## src/rtl/tmp_pkg.sv

```systemverilog
// Shared types and default constants for the TMP sensor SPI reader.
package tmp_pkg;

  localparam int unsigned TMP_CLK_DIV_DEF    = 4;
  localparam int unsigned TMP_FRAME_BITS_DEF = 16;
  localparam int unsigned TMP_BYTE_LSB_DEF   = 7;
  localparam int unsigned TMP_BYTE_W         = 8;

  typedef enum logic [2:0] {
    ST_IDLE,
    ST_CS_SETUP,
    ST_SHIFT,
    ST_CS_HOLD,
    ST_DONE
  } tmp_spi_state_t;

endpackage

```

## src/rtl/tmp_clk_div.sv

```systemverilog
// Tick generator: counts 0..DIV-1 while enabled and pulses tick_c on the wrap cycle.
module tmp_clk_div import tmp_pkg::*; #(
  parameter int unsigned DIV = TMP_CLK_DIV_DEF
) (
  input  logic clk,
  input  logic rst,
  input  logic en,
  input  logic clr,
  output logic tick_c
);

  localparam int unsigned     CNT_W = (DIV > 1) ? $clog2(DIV) : 1;
  localparam logic [CNT_W-1:0] LAST = CNT_W'(DIV - 1);

  logic [CNT_W-1:0] cnt;

  always_ff @(posedge clk) begin
    if (!rst || clr) begin
      cnt <= '0;
    end else if (en) begin
      cnt <= (cnt == LAST) ? '0 : cnt + 1'b1;
    end
  end

  assign tick_c = en && !clr && (cnt == LAST);

endmodule

```

## src/rtl/tmp_spi_reader.sv

```systemverilog
// SPI mode-0 master: reads one sensor frame and writes the extracted byte to the data register.
// Build option TMP_AUTO_SAMPLE_EN adds a periodic auto-start counter (AUTO_PERIOD clocks).
module tmp_spi_reader import tmp_pkg::*; #(
  parameter int unsigned CLK_DIV    = TMP_CLK_DIV_DEF,
  parameter int unsigned FRAME_BITS = TMP_FRAME_BITS_DEF,
  parameter int unsigned BYTE_LSB   = TMP_BYTE_LSB_DEF
`ifdef TMP_AUTO_SAMPLE_EN
  ,
  parameter int unsigned AUTO_PERIOD = 1000000
`endif
) (
  input  logic                  clk,
  input  logic                  rst,
  input  logic                  start,
  input  logic                  spi_miso,
  output logic                  spi_sclk,
  output logic                  spi_cs_n,
  output logic                  busy,
  output logic                  wr_1,
  output logic [TMP_BYTE_W-1:0] data_out
);

  localparam int unsigned      TGL_W    = $clog2(2 * FRAME_BITS);
  localparam logic [TGL_W-1:0] TGL_LAST = TGL_W'(2 * FRAME_BITS - 1);

  tmp_spi_state_t        state, state_n;
  logic                  sclk_n, cs_n_n, wr_n;
  logic [TMP_BYTE_W-1:0] data_n;
  logic [TGL_W-1:0]      tgl, tgl_n;
  logic                  tick_c, start_c, rise_c;
  logic                  miso_s1, miso_s2;
  logic [1:0]            rise_d;
  logic [FRAME_BITS-1:0] shreg;

  tmp_clk_div #(
    .DIV (CLK_DIV)
  ) u_div (
    .clk    (clk),
    .rst    (rst),
    .en     (state != ST_IDLE),
    .clr    (state == ST_IDLE),
    .tick_c (tick_c)
  );

`ifdef TMP_AUTO_SAMPLE_EN
  localparam int unsigned       AUTO_W    = $clog2(AUTO_PERIOD) + 1;
  localparam logic [AUTO_W-1:0] AUTO_LAST = AUTO_W'(AUTO_PERIOD - 1);

  logic [AUTO_W-1:0] auto_cnt;
  logic              auto_due_c;

  // Free-running period counter; reloads on reset and on every DONE, saturates when due.
  always_ff @(posedge clk) begin
    if (!rst || state == ST_DONE) begin
      auto_cnt <= '0;
    end else if (!auto_due_c) begin
      auto_cnt <= auto_cnt + 1'b1;
    end
  end

  assign auto_due_c = (auto_cnt == AUTO_LAST);
  assign start_c    = start || auto_due_c;
`else
  assign start_c = start;
`endif

  assign rise_c = (state == ST_SHIFT) && tick_c && !spi_sclk;

  always_ff @(posedge clk) begin
    if (!rst) begin
      state    <= ST_IDLE;
      spi_sclk <= 1'b0;
      spi_cs_n <= 1'b1;
      busy     <= 1'b0;
      wr_1     <= 1'b0;
      data_out <= '0;
      tgl      <= '0;
    end else begin
      state    <= state_n;
      spi_sclk <= sclk_n;
      spi_cs_n <= cs_n_n;
      busy     <= (state_n != ST_IDLE);
      wr_1     <= wr_n;
      data_out <= data_n;
      tgl      <= tgl_n;
    end
  end

  always_comb begin
    state_n = state;
    sclk_n  = spi_sclk;
    cs_n_n  = spi_cs_n;
    wr_n    = 1'b0;
    data_n  = data_out;
    tgl_n   = tgl;
    unique case (state)
      ST_IDLE: begin
        sclk_n = 1'b0;
        cs_n_n = 1'b1;
        if (start_c) begin
          state_n = ST_CS_SETUP;
          cs_n_n  = 1'b0;
          tgl_n   = '0;
        end
      end
      ST_CS_SETUP: begin
        if (tick_c) begin
          state_n = ST_SHIFT;
        end
      end
      ST_SHIFT: begin
        if (tick_c) begin
          sclk_n = !spi_sclk;
          tgl_n  = tgl + 1'b1;
          if (tgl == TGL_LAST) begin
            state_n = ST_CS_HOLD;
            sclk_n  = 1'b0;
          end
        end
      end
      ST_CS_HOLD: begin
        // Byte goes out together with the strobe as DONE is entered.
        if (tick_c) begin
          state_n = ST_DONE;
          cs_n_n  = 1'b1;
          wr_n    = 1'b1;
          data_n  = shreg[BYTE_LSB +: TMP_BYTE_W];
        end
      end
      ST_DONE: begin
        state_n = ST_IDLE;
      end
      default: begin
        state_n = ST_IDLE;
      end
    endcase
  end

  // MISO is synchronized, so each bit is captured two clocks after its rising SCLK edge.
  always_ff @(posedge clk) begin
    if (!rst) begin
      miso_s1 <= 1'b0;
      miso_s2 <= 1'b0;
      rise_d  <= '0;
      shreg   <= '0;
    end else begin
      miso_s1 <= spi_miso;
      miso_s2 <= miso_s1;
      rise_d  <= {rise_d[0], rise_c};
      if (rise_d[1]) begin
        shreg <= FRAME_BITS'({shreg, miso_s2});
      end
    end
  end

endmodule

```

## config.mk

```make
export PLATFORM = sky130hd
export DESIGN_NAME = tmp_spi_reader
export DESIGN_NICKNAME = d
export VERILOG_FILES = /design/src/rtl/tmp_pkg.sv /design/src/rtl/tmp_clk_div.sv /design/src/rtl/tmp_spi_reader.sv
export SDC_FILE = /design/constraint.sdc
export NUM_CORES = 1
export LEC_CHECK = 0
export CAP_MARGIN = 30
export CORE_MARGIN = 2
export CORE_UTILIZATION = 52
export CTS_BUF_LIST = sky130_fd_sc_hd__clkbuf_8
export DETAILED_ROUTE_END_ITERATION = 16
export PLACE_DENSITY = 0.75
export SYNTH_ARGS = -nofsm -noshare
export SYNTH_HDL_FRONTEND = slang
export SYNTH_HIERARCHICAL = 1
export SYNTH_SLANG_ARGS = --single-unit
```

## constraint.sdc

```tcl
create_clock -name clk -period 2.6 [get_ports clk]
set_input_delay 0.52 -clock clk [delete_from_list [all_inputs] [get_ports clk]]
set_output_delay 0.52 -clock clk [all_outputs]
set_load 0.01 [all_outputs]
```

==> impl_metrics.ini, run 1 <==
[outcome]
status = complete, no violations

[clock_network]
cts_tree = done
cts_made_buffers = 5
root_buffer = clkbuf_8
cts_hold_buf = 0
cts.sinks = 41
insertion_delay_ps = 290
clkTransAtPathRegs_ps = 70
clk_path_buf_depth = 2
htree_num_levels = 2
cts.repair.resized = 0
cts_setup_buffers = 0

[critical_path]
worst_setup_path_end_kind = flip-flop
cp-start-kind = flip-flop
r2r_slack_ps = 360
cp-startpoint = state[1]
r2r_cells = 6
cp.required_ps = 2810
crit_type = flip-flop to flip-flop
worstPathArrival_ps = 2450
rr_startpoint = state[1]
crit_fanout = 12
r2r-end = tgl[2]

[routing]
drc = 0
via_per_inst = 5.479
wirelength_mm = 2.710
dr.pass1.iters = 4
ant_nets = 0
wl_per_cell_um = 12.84
drtIter0Drc = 32
vias = 1156

[sta]
setup_violations = 0
hold_violations = 0
max_freq_mhz = 445.7
setup_tns_ps = 0
finalClockSkew_ps = 3.550
period_share_pct = 86.29
report.final.slew_viol_count = 0
tightest_slew_ps = 899.7
holdWs_ps = 438.7
fin_crit_ps = 2243
rsz0062_at_grt = no
slew_headroom_pct = 39.95

[pwr]
p_per_area_mw_per_mm2 = 644.4
finalPower_mw = 1.187
cellLeakagePower_nw = 0.6501
ir_worst_vdd_uv = 472.4

[yosys]
synth_edf_count = 0
synthDistinctLibCells = 39
muxShareOfSynthArea_pct = 10.75
synth_ff_type = dfxtp_1
synthSimpleGateAreaFrac_pct = 20.79
netlist_area_sq_mm = 0.001583
synth_cells = 165
synth_compound_area_share_pct = 9.881
synth-adder-area-share_pct = 2.372
synth-warning-count = 6
synth_top_family_by_area = simple AND/OR/NAND/NOR gates
synth_fp_nets = 172
synth-seq-cells = 41
synth_seq_area_share_pct = 51.86
synth_xor_area_share_pct = 0.5534
syn_avg_cell_area_sq_um = 9.593
async_flop_share_pct = 0

[floorplan]
core_area_sq_mm = 0.002978
rows = 20
start_util_pct = 53.15
die_width_um = 59.17
die_h_um = 59.17
io_pins = 16
die_area_sq_mm = 0.003501

[global_routing]
overflow = 0
grt_max_degree = 34
grt.total_usage_pct = 18.32
grt_pass1_wl_mm = 4.685
grt_pass1_vias = 1121
antenna_found_initial = 0

[placed_design]
gp_congestion = 0.8564
hpwl_mm = 1.865
placed_area_sq_mm = 0.001725
portBuffers = 15
dp_cells = 203

[worst_hold_path]
hold_path_class = flip-flop to flip-flop
min_path_cells = 1
min_to = miso_s2
hold_start = miso_s1

[run]
drv_cap = 0

[layout]
layout-drive-gt1-share_pct = 6.180
antenna_cells = 0
final_cells = 211
nNetsFinal = 184
fill_cells = 262
final_area_sq_mm = 0.001842
layout_common_cells = dfxtp_1, nor2_1, nand2_1
area_growth_pct = 16.36
final_common_cell = dfxtp_1
-- where the power goes --
part | internal (mW) | total (mW) | leakage, nW | switching [mW]
Clock | 0.309 | 0.511 | 0.0626 | 0.202
Combinational | 0.0165 | 0.0377 | 0.256 | 0.0212
Sequential | 0.633 | 0.638 | 0.332 | 0.00500
Total | 0.958 | 1.19 | 0.650 | 0.228
-- per-stage QoR --
stage	util, %	worst slack, ps
2_1_floorplan	-	661.9
3_3_place_gp	57.94	510.4
3_5_place_dp	57.94	420.3
4_1_cts	61.85	393.9
5_1_grt	61.85	194.0
6_report	61.85	356.5
-- worst max-delay path, cell delays in order (launching register included) --
cell and delay, ps:
dfxtp_1 540, or3_1 310, inv_1 70, and3b_1 360, mux2i_1 220, or4_1 530, a21oi_1 130
-- worst max path at each step --
stage          endpoint  slack (ps)  cells past startpoint
2_1_floorplan    tgl[2]         660                      8
3_3_place_gp     tgl[2]         510                      6
3_5_place_dp     tgl[2]         420                      6
4_1_cts          tgl[2]         390                      6
5_1_grt          tgl[2]         190                      6
6_report         tgl[2]         360                      6
-- sequential cells by signal, indices dropped and copies added (netlist names) --
register and cells:
tgl 5, miso_s1 1, u_div/cnt 2, state 3, spi_cs_n 1, busy 1
rise_d 2, data_out 8, shreg 15, spi_sclk 1, miso_s2 1, wr_1 1
-- cell type report --
cell class / count / area, sq um / share of cell area, %
well taps: 33 / 41.29 / 2.242
clock buffers: 6 / 82.58 / 4.484
clock inverters: 2 / 33.78 / 1.834
repair buffers: 15 / 150.1 / 8.152
inverters: 3 / 11.26 / 0.6114
multi-input cells: 111 / 701.9 / 38.11
flip-flops and latches: 41 / 820.8 / 44.57
-- kinds of logic (layout without fill, tap and decap cells) --
family,count (synthesis),after routing
adders and majority gates,3,3
and+or+nand+nor,64,64
DFF,41,41
AOI/OAI and AO/OA,26,26
buffers and inverters,13,26
xor gates and xnor gates,1,1
muxes,17,17
-- synthesized netlist by cell type, types with 2 or more instances --
| library cell | number | area, sq um |
|---|---|---|
| buf_2 | 3 | 15.01 |
| clkbuf_1 | 5 | 18.77 |
| a21oi_1 | 14 | 70.07 |
| ha_1 | 3 | 37.54 |
| and2_1 | 3 | 18.77 |
| mux2i_1 | 17 | 170.2 |
| o21ai_0 | 4 | 20.02 |
| nand2b_1 | 5 | 31.28 |
| nand2_1 | 19 | 71.32 |
| dfxtp_1 | 41 | 820.8 |
| inv_1 | 3 | 11.26 |
| a211oi_1 | 2 | 15.01 |
| nor2_1 | 20 | 75.07 |
-- layer usage --
layer  vias to the layer above  part of all wire [%]  GRT usage, %
met4                         0                   3.5         12.34
met1                       531                    44         19.31
met5                         -                     0             0
met2                        26                    48         30.00
li1                        590                     -             -
met3                         9                   4.5         7.205
Power figures use the tool's default switching activity.
==> run 2, diff against run 1 <==
CELL_PAD_IN_SITES_DETAIL_PLACEMENT = 1   (was not set)
CELL_PAD_IN_SITES_GLOBAL_PLACEMENT = 2   (was not set)
CORE_UTILIZATION = 36   (was 52)
CTS_CLUSTER_DIAMETER = 60   (was not set)
PLACE_DENSITY = 0.8   (was 0.75)
==> run 2 against run 1 <==
  * Register-to-register slack better by 20 ps
  * Fmax up 0.73%
  * Core utilization down 18 points
  * Largest cell class unchanged
==> impl_metrics.ini, run 2 (synthesis gave the netlist of run 1 again) <==
[outcome]
status = complete, no violations

[floorplan]
core_area_sq_mm = 0.004294
rows = 24
io_pins = 16
start_util_pct = 36.86
die_h_um = 70.31
die_area_sq_mm = 0.004943
die_width_um = 70.31

[clock_network]
root_buffer = clkbuf_8
cts_tree = done
cts_hold_buf = 0
cts.sinks = 41
htree_num_levels = 2
clk_path_buf_depth = 2
clkTransAtPathRegs_ps = 70
cts_setup_buffers = 0
cts.repair.resized = 0
insertion_delay_ps = 280
cts_made_buffers = 5

[pwr]
p_sw_uw = 227.2
cellLeakagePower_nw = 0.6603
power_frac_comb_pct = 3.4
p_int_uw = 959.5
finalPower_mw = 1.187
p_per_area_mw_per_mm2 = 631.0
pwr-share-seq_pct = 53.7
switching_share_pct = 19.14
power_frac_clock_pct = 42.9
ir_worst_vdd_uv = 263.8

[sta]
finalClockSkew_ps = 5.616
setup_tns_ps = 0
max_freq_mhz = 449.0
period_share_pct = 85.66
tightest_slew_ps = 830.0
fin_crit_ps = 2227
slew_headroom_pct = 44.59
hold_violations = 0
rsz0062_at_grt = no
report.final.slew_viol_count = 0
setup_violations = 0
holdWs_ps = 434.7

[critical_path]
cp-start-kind = flip-flop
endpoint = tgl[2]
rr_startpoint = state[0]
critPathSlowestCell = or4_1
r2r_cells = 6
r2r_slack_ps = 370
cp-startpoint = state[0]
worst_setup_path_end_kind = flip-flop
slowest_delay_ps = 550
cp.required_ps = 2820
worstPathArrival_ps = 2450
path_cells = or3_1, inv_1, and3b_1, mux2i_1, or4_1, a21oi_1
r2r-end = tgl[2]
crit_fanout = 11
crit_type = flip-flop to flip-flop

[global_routing]
globalRoute.busiestLayer = met2
met1_usage_pct = 17.19
antenna_found_initial = 0
use_met3_pct = 3.896
grt_pass1_wl_mm = 5.382
grt_pass1_vias = 1180
grtUsageMet2_pct = 22.33
grt_max_degree = 30
overflow = 0
grt.total_usage_pct = 13.73

[placed_design]
gp_congestion = 0.7222
portBuffers = 15
dp_cells = 224
hpwl_mm = 2.205

[worst_hold_path]
hold_path_class = flip-flop to flip-flop

[layout]
final_util_pct = 43.79
reg_top3 = shreg: 15 flops, data_out: 8 flops, tgl: 5 flops
final_common_cell = dfxtp_1
layout-drive-gt1-share_pct = 7.222
largest_reg_flops = 15
antenna_cells = 0
layout_common_cells = dfxtp_1, nor2_1, nand2_1
final_cells = 232
nNetsFinal = 186
top_register = shreg
area_growth_pct = 18.81

[routing]
drtIter0Drc = 39
wl_per_cell_um = 13.24
vias = 1178
ant_nets = 0
dr.pass1.iters = 4
via_per_inst = 5.078
drc = 0
wirelength_mm = 3.072

[run]
drv_cap = 0
## run 2: through the flow
stage / setup slack [ps] / area [sq um]
6_report: 372.8 / 1881
5_1_grt: 202.6 / 1881
4_1_cts: 374.4 / 1881
3_5_place_dp: 398.1 / 1764
3_3_place_gp: 559.3 / 1764
2_1_floorplan: 661.9 / 1583
## run 2: worst min-delay path by stage
stage | start | end | slack, ps | cells past startpoint
after detailed placement | miso_s1 | miso_s2 | 420 | 1
after CTS | miso_s1 | miso_s2 | 440 | 1
after floorplan | miso_s1 | miso_s2 | 410 | 1
after global routing | rise_d[0] | rise_d[1] | 460 | 1
final | miso_s1 | miso_s2 | 430 | 1
after global placement | rise_d[0] | rise_d[1] | 420 | 1
## run 2: critical path: cells and delay by family, from the launching register on
kind / cells / cell delay [ps]
AO/OA/AOI/OAI: 1 / 120
buffers and inverters: 1 / 80
flip-flops: 1 / 500
multiplexers: 1 / 230
AND/OR/NAND/NOR: 3 / 1240
## run 2: final cells by class
type | instances | area (sq um)
fill | 502 | 2414
sequential | 41 | 820.8
multi-input combinational | 111 | 701.9
timing repair buffer | 17 | 165.2
clock buffer | 6 | 82.58
tap | 52 | 65.06
clock inverter | 2 | 33.78
inverter | 3 | 11.26
## run 2: routing by layer
layer,wire (um),vias up
li1,-,593
met1,1458,573
met2,1517,10
met3,79,2
met4,17,0
met5,0,-
## run 2: power by group through the flow
stage               registers [mW]  logic (mW)  clock network, mW
CTS                          0.637      0.0411              0.532
floorplan                    0.651      0.0274                  0
finish                       0.637      0.0402              0.509
global placement             0.652      0.0391                  0
detailed placement           0.652      0.0410                  0
global route                 0.638      0.0449              0.566
==> variant 1: new RTL, settings of run 2 <==
The option `TMP_AUTO_SAMPLE_EN` is turned on by a define.
--- a/src/rtl/tmp_spi_reader.sv
+++ b/src/rtl/tmp_spi_reader.sv
@@ -1,5 +1,7 @@
 // SPI mode-0 master: reads one sensor frame and writes the extracted byte to the data register.
 // Build option TMP_AUTO_SAMPLE_EN adds a periodic auto-start counter (AUTO_PERIOD clocks).
+`define TMP_AUTO_SAMPLE_EN
+
 module tmp_spi_reader import tmp_pkg::*; #(
   parameter int unsigned CLK_DIV    = TMP_CLK_DIV_DEF,
   parameter int unsigned FRAME_BITS = TMP_FRAME_BITS_DEF,
Behaviour: same outputs for any inputs over 10 cycles, from zero or initial values and one cycle with rst low; that may be too few to reach the edited logic, so the function may still have changed.
==> variant 1 against run 2 <==
  * Via count up 78%
  * Sequential power up 52%
  * Setup slack worse by 0.086 ns
  * Synthesized area up 68%
  * Non-clock buffer count up 1
  * Total power up 65%
  * Wire length up 82%
  * Count of clock-buffer cells in the layout up 3
  * First-iteration DRC count up 51%
  * Sequential cell count up 21
  * Cell area up 65%
  * Critical endpoint is now tgl[3]
  * Highest routed layer unchanged
==> variant 1: results <==
synthesis:
  synth-xor-area-share_pct: 3.30
  synth.area.top_cells: "dfxtp_1, mux2i_1, nand2_1"
  syn_avg_cell_area_um2: 9.06
  synth.distinct_cells: 44
  synth_fa_ha_area_share_pct: 1.89
  synthArstFlopShare_pct: 0
  synth_mux_area_share_pct: 7.54
  syn-num-nets: 301
  yosysSeqAreaShare_pct: 46.7
  synth_compound_area_share_pct: 11.7
  synth_common_cells: "dfxtp_1, nand2_1, nor2_1, a21oi_1, mux2i_1"
  yosys_warnings: 6
placed_design:
  postPlaceCellArea_um2: 2890
  place.gp.congestion: 0.766
  place_inst: 397
  pre_cts_slack_ns: 0.312
  dp_hpwl_um: 3860
  portBuffers: 15
critical_path:
  cpPeakStageDelay_ns: 0.48
  crit_arrival_ns: 2.55
  crit_fanout: 10
  r2r_setup_slack_ns: 0.29
  crit_path_top_delay_cell: "dfxtp_1"
timing:
  clock_skew_ns: 0.00771
  whs_ns: 0.440
  max_slew_margin_pct: 43.2
  fin_crit_ns: 2.31
finish:
  nets: 317
  fill_cells: 878
  largestRegisters: "auto_cnt x21, shreg x15, data_out x8"
  drive_gt1_share_pct: 8.60
  fin_cells: 413
cts:
  path_clk_slew_ns: 0.06
  post_cts_resize_count: 0
  ctsLongestPathBuffers: 2
  cts-htree-levels: 3
  cts-buffers-inserted: 9
  insertion_delay_ns: 0.33
routing:
  ant_nets: 0
  drt_iter0_drc: 59
  vias_per_cell: 5.07
  wire_per_inst_um: 13.6
global_route:
  grt_pass1_vias: 2032
  track_usage_pct: 15.0
  grt_max_degree: 29
  grt_pass1_wl_um: 9910
power:
  vdd_drop_max_mv: 0.315
  p_leak_nw: 1.07
worst_hold_path:
  min_path_type: "reg -> reg"
outcome:
  status: "finished clean"
==> variant 1: changes by cell type in the layout (fill, tap and decap cells not counted), moves of 4 or more <==
| cell | change |
|---|---|
| inv_1 | +6 |
| o21ai_0 | +8 |
| or3_1 | +9 |
| dfxtp_1 | +21 |
| xor2_1 | +6 |
| a21oi_1 | +7 |
| and2_1 | +4 |
| nand4_1 | +8 |
| nand2_1 | +11 |
| nand3_1 | +9 |
| nor2_1 | +9 |
==> variant 1: kinds of logic after synthesis <==
group,count (synthesis)
and+or+nand+nor,124
DFF,62
AOI/OAI and AO/OA,51
buffers and inverters,22
muxes,20
xor gates and xnor gates,10
adders and majority gates,4
==> variant 1: final cells by class <==
cell class | instances | area (um^2) | share of cell area, %
Clock buffer | 9 | 124 | 3.99
Clock inverter | 7 | 90.1 | 2.90
Inverter | 9 | 33.8 | 1.09
Multi-Input combinational cell | 209 | 1320 | 42.5
Sequential cell | 62 | 1240 | 40.0
Tap cell | 99 | 124 | 3.99
Timing Repair Buffer | 18 | 173 | 5.56
==> variant 1: report_power, final <==
group          total [mW]  switching (mW)  internal (mW)
clock               0.909           0.374          0.534
sequential          0.971          0.0104          0.960
combinational      0.0818          0.0463         0.0355
total                1.96           0.431           1.53
==> variant 1: path summary, 6_finish.rpt <==
check | startpoint | endpoint | cells after the start
hold reg to reg | rise_d[0] | rise_d[1] | 1
setup / recovery | state[0] | tgl[3] | 8
hold / removal | rise_d[0] | rise_d[1] | 1
setup reg to reg | state[0] | tgl[3] | 8
==> variant 1: routing by layer <==
layer / vias to the layer above / GRT usage (%) / wire length, um / part of all wire, %
met5: - / 0 / 0 / 0
met4: 0 / 5.77 / 53 / 0.95
met3: 5 / 3.77 / 122 / 2.2
met2: 17 / 24.1 / 2660 / 47
met1: 1007 / 19.5 / 2770 / 49
li1: 1064 / - / - / -
==> variant 2: new RTL, flow settings as in run 2 <==
Without the edit above. The 5 states of `tmp_spi_state_t` get a one-hot encoding in 5 bits.
--- a/src/rtl/tmp_pkg.sv
+++ b/src/rtl/tmp_pkg.sv
@@ -6,12 +6,12 @@
   localparam int unsigned TMP_BYTE_LSB_DEF   = 7;
   localparam int unsigned TMP_BYTE_W         = 8;
 
-  typedef enum logic [2:0] {
-    ST_IDLE,
-    ST_CS_SETUP,
-    ST_SHIFT,
-    ST_CS_HOLD,
-    ST_DONE
+  typedef enum logic [4:0] {
+    ST_IDLE     = 5'b00001,
+    ST_CS_SETUP = 5'b00010,
+    ST_SHIFT    = 5'b00100,
+    ST_CS_HOLD  = 5'b01000,
+    ST_DONE     = 5'b10000
   } tmp_spi_state_t;
 
 endpackage
Check against the original RTL: same outputs for any inputs over 10 cycles, from zero or initial values and one cycle with rst low; not proved beyond that.
==> variant 2 against run 2 <==
  * Sequential cell count is 2 higher
  * Critical path depth rose by 1
  * Cell area is 9.3% higher
  * Synthesized area is 10% higher
  * Synthesized cell count is 8.5% higher
  * Die area is 9.6% higher
  * Wire length rose by 25%
  * Clock skew rose by 0.0013 ns
  * First-iteration DRC count up 23%
  * Critical path type unchanged
  * Setup slack improved by 0.033 ns
  * Non-clock buffer count grew 2
Power is not compared: it rests on default switching activity, and its combinational part moved more than twofold at a synthesized area within 25%.
==> variant 2: results <==
critical_path:
  r2r_setup_slack_ns: 0.41
  crit_path_top_delay_cell: "nor3_4"
  crit_arrival_ns: 2.43
  reg2reg_from: "state[3]"
  r2r_cells: 7
  cp-endpoint: "data_out[5]"
  crit_fanout: 8
cts:
  insertion_delay_ns: 0.30
  cts-buffers-inserted: 5
  ctsLongestPathBuffers: 2
routing:
  vias_per_cell: 5.20
  drt_iter0_drc: 48
  met1_length_um: 1740
  wl_met3_um: 114
  wire_per_inst_um: 15.4
  met2WireLength_um: 1880
timing:
  clock_skew_ns: 0.00696
  whs_ns: 0.449
  fmax_ghz: 0.456
  tightest_slew_ns: 0.835
placed_design:
  place_inst: 242
  pre_cts_slack_ns: 0.443
  place.gp.congestion: 0.773
  postPlaceCellArea_um2: 1940
  dp_hpwl_um: 2730
outcome:
  status: "finished clean"
synthesis:
  synth.area.top_cells: "dfxtp_1, mux2i_1, nand2_1"
  syn_inst: 179
  synth_common_cells: "dfxtp_1, mux2i_1, nand2_1, nor2_1"
  synth.distinct_cells: 36
  syn-num-nets: 186
  yosysSeqAreaShare_pct: 49.4
global_route:
  grt_use_met1_pct: 18.4
  grt_use_met2_pct: 26.3
  use_met3_pct: 4.53
  grt_pass1_vias: 1305
  grt_max_degree: 34
  grt_pass1_wl_um: 6320
  track_usage_pct: 15.8
finish:
  fill_cells: 536
  nets: 202
  drive_gt1_share_pct: 9.18
  largestRegisters: "shreg x15, data_out x8"
power:
  powerDensity_nw_per_um2: 631
worst_hold_path:
  hold_path_end: "rise_d[1]"
  min_path_type: "reg -> reg"
  min-delay-start: "rise_d[0]"
[variant 2: cell types whose count changed after synthesis, moves of 3 or more]
cell / delta
a21oi_1: -10
mux2i_1: +7
o31ai_1: +5
nand2_1: +4
o21ai_0: -4
nand4_1: +3
nor3_1: +3
o21a_1: +3
[variant 2: final cells by class]
cell class                 instances  area share (%)
timing repair buffer              19            8.76
sequential                        43            41.9
clock inverter                     2            1.70
clock buffer                       6            4.02
multi-input combinational        123            39.8
inverter                           3           0.548
tap                               54            3.29
[variant 2: logic make-up after synthesis]
logic type / Yosys count / share of synthesized area, %
buffers and inverters: 13 / 3.73
AOI/OAI and AO/OA: 18 / 7.53
DFF: 43 / 49.4
adders and majority gates: 3 / 2.15
muxes: 24 / 13.8
and+or+nand+nor: 78 / 23.5
[variant 2: report_power, final]
group	leakage, nW	total [mW]	internal [mW]	switching, mW
Sequential	0.348	0.673	0.667	0.00604
Clock	0.0612	0.539	0.311	0.228
Combinational	0.310	0.0842	0.0347	0.0495
